### src/rtl/msrv32_pkg.sv
// rtl/msrv32_pkg.sv - shared writeback encodings and scheduler state type
package msrv32_pkg;

  localparam logic [2:0] WB_ALU        = 3'b000;
  localparam logic [2:0] WB_LU         = 3'b001;
  localparam logic [2:0] WB_IMM        = 3'b010;
  localparam logic [2:0] WB_IADDER_OUT = 3'b011;
  localparam logic [2:0] WB_CSR        = 3'b100;
  localparam logic [2:0] WB_PC_PLUS    = 3'b101;

  typedef enum logic [1:0] {
    IDLE      = 2'd0,
    LOAD_WAIT = 2'd1,
    LOAD_WB   = 2'd2
  } wb_state_e;

  // x0 is hardwired to zero, so a write to it is never issued
  function automatic logic rf_write_ok(input logic wr_en, input logic [4:0] rd);
    return wr_en & (rd != 5'd0);
  endfunction

endpackage

### src/rtl/msrv32_load_wait_ctr.sv
// rtl/msrv32_load_wait_ctr.sv - load wait cycle counter with clear, enable and terminal flag
module msrv32_load_wait_ctr #(
  parameter int CNT_W         = 4,
  parameter int MAX_LOAD_WAIT = 15
) (
  input  logic             clk,
  input  logic             rst,
  input  logic             clear,
  input  logic             enable,
  output logic [CNT_W-1:0] count,
  output logic             terminal
);

  always_ff @(posedge clk or posedge rst) begin
    if (rst) begin
      count <= '0;
    end else if (clear) begin
      count <= '0;
    end else if (enable) begin
      count <= count + 1'b1;
    end
  end

  // Terminal on the last permitted wait cycle so the abandon happens after MAX_LOAD_WAIT cycles
  assign terminal = (count == CNT_W'(MAX_LOAD_WAIT - 1));

endmodule

### src/rtl/msrv32_wb_sched_unit.sv
// rtl/msrv32_wb_sched_unit.sv - writeback scheduler: registers wb select/rd/write enable,
// stalls on multi-cycle loads, aborts on flush or timeout, counts regfile writes
module msrv32_wb_sched_unit
  import msrv32_pkg::*;
#(
  parameter int MAX_LOAD_WAIT = 15,
  parameter int CNT_W         = 4,
  parameter int RET_W         = 16
) (
  input  logic             ms_riscv32_mp_clk_in,
  input  logic             ms_riscv32_mp_rst_in,
  input  logic             issue_valid_in,
  input  logic [2:0]       wb_mux_sel_in,
  input  logic [4:0]       rd_addr_in,
  input  logic             rf_wr_en_in,
  input  logic             is_load_in,
  input  logic             flush_in,
  input  logic             dmem_ready_in,
  output logic [2:0]       wb_mux_sel_reg_out,
  output logic [4:0]       rd_addr_reg_out,
  output logic             rf_wr_en_out,
  output logic             stall_out,
  output logic             load_timeout_out,
  output logic [RET_W-1:0] wb_count_out
);

  wb_state_e        state;
  logic             saved_wr_en;
  logic             accept;
  logic             wr_en_nxt;
  logic             ctr_clear;
  logic             ctr_enable;
  logic             ctr_terminal;
  logic [CNT_W-1:0] wait_count;

  assign accept = issue_valid_in & ~flush_in & (state != LOAD_WAIT);

  // Next-cycle write strobe, shared by the output register and the retire counter
  always_comb begin
    wr_en_nxt = 1'b0;
    if (!flush_in) begin
      if (state == LOAD_WAIT) begin
        wr_en_nxt = dmem_ready_in & saved_wr_en;
      end else if (accept && !is_load_in) begin
        wr_en_nxt = rf_write_ok(rf_wr_en_in, rd_addr_in);
      end
    end
  end

  assign ctr_clear  = flush_in | (state != LOAD_WAIT);
  assign ctr_enable = (state == LOAD_WAIT) & ~dmem_ready_in;

  msrv32_load_wait_ctr #(
    .CNT_W        (CNT_W),
    .MAX_LOAD_WAIT(MAX_LOAD_WAIT)
  ) u_load_wait_ctr (
    .clk     (ms_riscv32_mp_clk_in),
    .rst     (ms_riscv32_mp_rst_in),
    .clear   (ctr_clear),
    .enable  (ctr_enable),
    .count   (wait_count),
    .terminal(ctr_terminal)
  );

  always_ff @(posedge ms_riscv32_mp_clk_in or posedge ms_riscv32_mp_rst_in) begin
    if (ms_riscv32_mp_rst_in) begin
      state              <= IDLE;
      wb_mux_sel_reg_out <= WB_ALU;
      rd_addr_reg_out    <= 5'd0;
      rf_wr_en_out       <= 1'b0;
      stall_out          <= 1'b0;
      load_timeout_out   <= 1'b0;
      wb_count_out       <= '0;
      saved_wr_en        <= 1'b0;
    end else begin
      rf_wr_en_out     <= wr_en_nxt;
      wb_count_out     <= wb_count_out + RET_W'(wr_en_nxt);
      load_timeout_out <= 1'b0;
      if (flush_in) begin
        state     <= IDLE;
        stall_out <= 1'b0;
      end else begin
        case (state)
          LOAD_WAIT: begin
            if (dmem_ready_in) begin
              state     <= LOAD_WB;
              stall_out <= 1'b0;
            end else if (ctr_terminal) begin
              load_timeout_out <= 1'b1;
              state            <= IDLE;
              stall_out        <= 1'b0;
            end
          end
          default: begin
            stall_out <= 1'b0;
            state     <= IDLE;
            if (accept) begin
              rd_addr_reg_out <= rd_addr_in;
              if (is_load_in) begin
                wb_mux_sel_reg_out <= WB_LU;
                saved_wr_en        <= rf_write_ok(rf_wr_en_in, rd_addr_in);
                state              <= LOAD_WAIT;
                stall_out          <= 1'b1;
              end else begin
                wb_mux_sel_reg_out <= wb_mux_sel_in;
              end
            end
          end
        endcase
      end
    end
  end

  logic unused_ok;
  assign unused_ok = ^wait_count;

endmodule
### config.mk
export PLATFORM = sky130hd
export DESIGN_NAME = msrv32_wb_sched_unit
export DESIGN_NICKNAME = d
export VERILOG_FILES = /design/src/rtl/msrv32_pkg.sv /design/src/rtl/msrv32_load_wait_ctr.sv /design/src/rtl/msrv32_wb_sched_unit.sv
export SDC_FILE = /design/constraint.sdc
export NUM_CORES = 1
export LEC_CHECK = 0
export BUFFER_PORTS_ARGS = -buffer_cell sky130_fd_sc_hd__buf_2
export CAP_MARGIN = 10
export CORE_UTILIZATION = 54
export CTS_CLUSTER_SIZE = 10
export DETAILED_ROUTE_END_ITERATION = 8
export PLACE_DENSITY = 0.94
export SETUP_SLACK_MARGIN = 0.3
export SLEW_MARGIN = 10
export SYNTH_ARGS = -nofsm -noshare
export SYNTH_HDL_FRONTEND = slang
export SYNTH_HIERARCHICAL = 1
export SYNTH_SLANG_ARGS = --single-unit
export TNS_END_PERCENT = 30
### constraint.sdc
create_clock -name ms_riscv32_mp_clk_in -period 5.25 [get_ports ms_riscv32_mp_clk_in]
set_input_delay 1.575 -clock ms_riscv32_mp_clk_in [delete_from_list [all_inputs] [get_ports ms_riscv32_mp_clk_in]]
set_output_delay 1.575 -clock ms_riscv32_mp_clk_in [all_outputs]
set_load 0.05 [all_outputs]
[Word-level counts from Yosys, hierarchy flattened]
Index checks and enable logic that the tools add are counted.
Storage, ports and cells
  bits in registers: 34
  bits in latches: 0
  output and inout port bits: 27
  memory bits (read-only): 0
  memories kept: 0
  bits in writable memories: 0
  logic and storage cells: 52
Cells by class
  div/mod/pow operators: 0
  order comparisons: 0
  $add $sub $neg: 2
  equality and inequality tests: 4
  bitwise gates (word level): 9
  muxes and demuxes: 22
  reduce and logical (&&, ||, !) cells: 6
  $mul: 0
  shift operators: 0
Operators by type and width (number)
  $add 16x1->16: 1
  $mux 1: 15
  $mux 2: 4
  $mux 4: 2
  $and 1x1->1: 5
  $reduce_bool 5->1: 1
  $add 4x1->4 const B: 1
  $eq 4x4->1 const B: 1
  $ne 4x4->1 const B: 1
  $reduce_and 4->1: 1
  $mux 3: 1
  $not 1->1: 3
  $reduce_and 3->1: 1
  $eq 2x1->1 const B: 1
  $ne 2x1->1 const B: 1
  $reduce_bool 2->1: 1
  $logic_and 1x1->1: 1
  $logic_not 1->1: 1
  $or 1x1->1: 1

[Logic depth before layout (Yosys ltp)]
  word-level depth: 8
  depth in mapped cells: 11

[By module]
Netlist, hierarchy kept.
Modules (own cells, without submodules)
  msrv32_wb_sched_unit: sequential area each 725.7 um2, area an instance 1196.1 um2, times used 1, cells an instance 95
  msrv32_load_wait_ctr: sequential area each 100.1 um2, area an instance 216.5 um2, times used 1, cells an instance 20

[Worst setup path before layout]
OpenSTA, ideal clock, no wires.
  path kind: input to register
  start: in rd_addr_in[0]
  end: reg wb_count_out[8]
  arrival: 3456 ps
  stages on the path: 10
  required time: 5108 ps
  setup time: 142 ps
  buffers on the path: 1
  slack: 1652 ps
  path through: or4_1 o21ai_1 nor3_1 a21o_1 ha_1 ha_1 and3_1 buf_4 and3_4 xor2_2
On the way
  cells in the longest elaborated chain, start to end: 6
RTL lines
  start, declared: RTL line msrv32_wb_sched_unit.sv:14  | input logic [4:0] rd_addr_in,
  $reduce_bool 5->1: RTL line msrv32_pkg.sv:19  | return wr_en & (rd != 5'd0);
  $and 1x1->1: RTL line msrv32_pkg.sv:19
  $mux 1: RTL line msrv32_wb_sched_unit.sv:44  | end else if (accept && !is_load_in) begin
  $mux 1: RTL line msrv32_wb_sched_unit.sv:42  | if (state == LOAD_WAIT) begin
  $mux 1: RTL line msrv32_wb_sched_unit.sv:41  | if (!flush_in) begin
  net wr_en_nxt: RTL line msrv32_wb_sched_unit.sv:30  | logic wr_en_nxt;
  $add 16x1->16: RTL line msrv32_wb_sched_unit.sv:77  | wb_count_out <= wb_count_out + RET_W'(wr_en_nxt);
  end signal, assigned: RTL line msrv32_wb_sched_unit.sv:77
  end, declared: RTL line msrv32_wb_sched_unit.sv:24  | output logic [RET_W-1:0] wb_count_out
The timed path passes the listed nets, and every way through them passes these cells.
A chain may end at the register's enable or synchronous reset.

[Worst setup path after layout]
Same ends and word-level chain as after synthesis.

==> metrics <==
pwr dens about 350 mW/mm^2; LEAKAGE 0.919 nW; port bufs 41; most common cell after layout, fill and taps aside buf_2; Longest Clk Path Bufs 2; crit end category flip-flop; H-tree levels 2; initial antenna violation count 0; Yosys reg bits 33; worst reg-to-reg path cell count 9; Clock transition at path regs roughly 0.090 ns; WHS Endpoint wb_mux_sel_reg_out[1]; crit path max fanout 5; status finished, final reports clean; reg2reg start state[0]; f_max 0.295 GHz; Synth Cell Area 0.00141 mm^2; CORE AREA 0.00248 mm^2; Maximum Capacitance Violations 0; CTS root buf clkbuf_4; dpl hpwl 2010 um; WL/cell approximately 14 um; hold_ws a little under 0.5 ns; commonest cells after routing, fill and taps aside 41 x buf_2, 33 x dfrtp_1, 10 x xnor2_1; RePlAce Congestion roughly 0.74; Routed WL around 2600 um; later-pin clock latency in the skew report ~0.33 ns; average size of a mapped cell 12.3 um^2; IO Pins 42; Area after DPL 0.00164 mm^2; Die X 53.1 um; hold crit path type reg -> reg; Final Cell Area 0.00169 mm^2; global-route wire length before repair about 4000 um; post-synth cell types 31; DRC violations left 0; Remaining Overflow, GRT 0; Top Family by Delay on Critical Path simple AND/OR/NAND/NOR gates; setup TNS 0 ns; Buf/Inv on CP 1; Critical Path AT 3.61 ns; layout cell share with drive strength beyond 1 0.346; fin nets 180; setup violators final 0; Area contributors post-synth dfrtp_1 58%, xnor2_1 6.2%, mux2_2 4.0%, and3_1 3.5%, ha_1 3.5%; Period Utilization, post-route 0.645; cell mode on critical path ha_1; Req. time, crit path 5.47 ns; Final Slew Violations 0; Worst setup startpoint rd_addr_in[0]; 1st-iter DRT viols 8; Critical Path Max Stage Delay ~0.50 ns; 1st-pass router iterations 4; ys flop type dfrtp_1; CP Launch Type primary input; Via density between 5 and 6; Met1 Wirelength roughly 1000 um; top cell type by total area after synthesis dfrtp_1; area delta synth->final 19.8%; R2R setup slack 2.85 ns; fill cell count about 180; CTS Buf Count 5; final hold viol count 0; vias in the first global route 968; top cell type's share of synthesized area 0.585; number of hold buffers added after cts 0; WL met3 94 um; clk sink count 33; CP max-delay cell or4_1; Post-synth EDFFs 0; Setup Skew 0.00732 ns; vias ~1000; Pwr Total 0.000586 W; minimum clock period around 3.4 ns; Worst-Margin Slew 1.06 ns; reg2reg end wb_count_out[8]; post-route ant nets 0; Syn Inst Count 115; register area 826 um^2; largest net degree at the start of global routing 30; Critical Setup Path Class in -> reg; Initial Util 0.570; area taken by multi-input logic gates approximately 560 um^2; Syn Nets roughly 130; worst hold start wb_mux_sel_reg_out[1]; GRT Util Overall 0.209; final core utilization 0.683; Die Area ~0.0028 mm^2; post-synthesis sequential area ratio 0.585; relative slew slack 0.290; Rows 18; RSZ-0062 raised after global routing false; met2 wire length 1440 um; Async S/R FF share, synth 1.00; CP Cell Sequence buf_2 -> or4_1 -> o21ai_1 -> nor3_1 -> a21o_1 -> ha_1 -> ha_1 -> and3_1 -> and3_4 -> xor2_2; WHS Path Cells 2; Die Span Y 53.1 um; post-CTS sizing 0; clock tree from TritonCTS done; yosys warns 6; Ant. Diodes 0; top sig layer met4; post-CTS setup buffers 0; Peak VDD IR 0.295 mV
## worst max-delay path by stage
stage	to	slack [ns]	depth (start not counted)
3_3_place_gp	wb_count_out[8]	1.55	10
4_1_cts	wb_count_out[8]	1.87	10
3_5_place_dp	wb_count_out[8]	1.51	10
5_1_grt	wb_count_out[8]	1.80	10
2_1_floorplan	wb_count_out[8]	1.65	10
6_report	wb_count_out[8]	1.86	10
## worst register-to-register path, cell delays in order (launching register included)
cell      delay, ns
dfrtp_1        0.39
nand2b_1       0.14
nand3b_1       0.35
nor3_1         0.29
a21o_1         0.13
ha_1           0.20
ha_1           0.21
and3_1         0.27
and3_4         0.22
xor2_2         0.12
## metal layers
metal | global-route usage | vias up
met5 | 0 | -
met4 | 0.154 | 0
met3 | 0.0575 | 8
met2 | 0.350 | 22
met1 | 0.223 | 511
li1 | - | 489
## kinds of logic after synthesis
group           synth area share
compound gates            0.0443
xor+xnor                  0.0983
fa+ha+maj                 0.0354
buf+inv                   0.0195
flops                      0.585
mux                       0.0505
simple gates               0.167
## state kept, by name (all words and copies together) (netlist names)
name	cells
wb_mux_sel_reg_out	3
rf_wr_en_out	1
load_timeout_out	1
wb_count_out	16
state	2
u_load_wait_ctr/count	4
saved_wr_en	1
rd_addr_reg_out	5
## synth_stat cells, drive strengths merged, types with 2 or more instances
master,number
xnor2,10
o21ai,5
inv,4
buf,2
nor2,6
ha,4
dfrtp,33
xor2,5
mux2,6
and3,10
nand3b,2
nand2,4
nand2b,3
nand3,9
## metrics by stage
stage / std cells / setup slack [ns]
after CTS: 192 / 1.87
after floorplan: 115 / 1.65
after global routing: 192 / 1.80
after global placement: 184 / 1.55
final: 192 / 1.86
after detailed placement: 184 / 1.51
## power by group
| group | total [W] | switching (W) | internal [W] |
|---|---|---|---|
| sequential | 0.000300 | 0.0000203 | 0.000280 |
| combinational | 0.000154 | 0.000118 | 0.0000357 |
| clock | 0.000132 | 0.0000791 | 0.0000533 |
| total | 0.000586 | 0.000218 | 0.000369 |
## layout make-up
cell class	instances	area share
Timing Repair Buffer	41	0.121
Clock buffer	8	0.0288
Multi-Input combinational cell	76	0.331
Sequential cell	33	0.488
Tap cell	30	0.0222
Inverter	4	0.00888
Power figures use the tool's default switching activity.
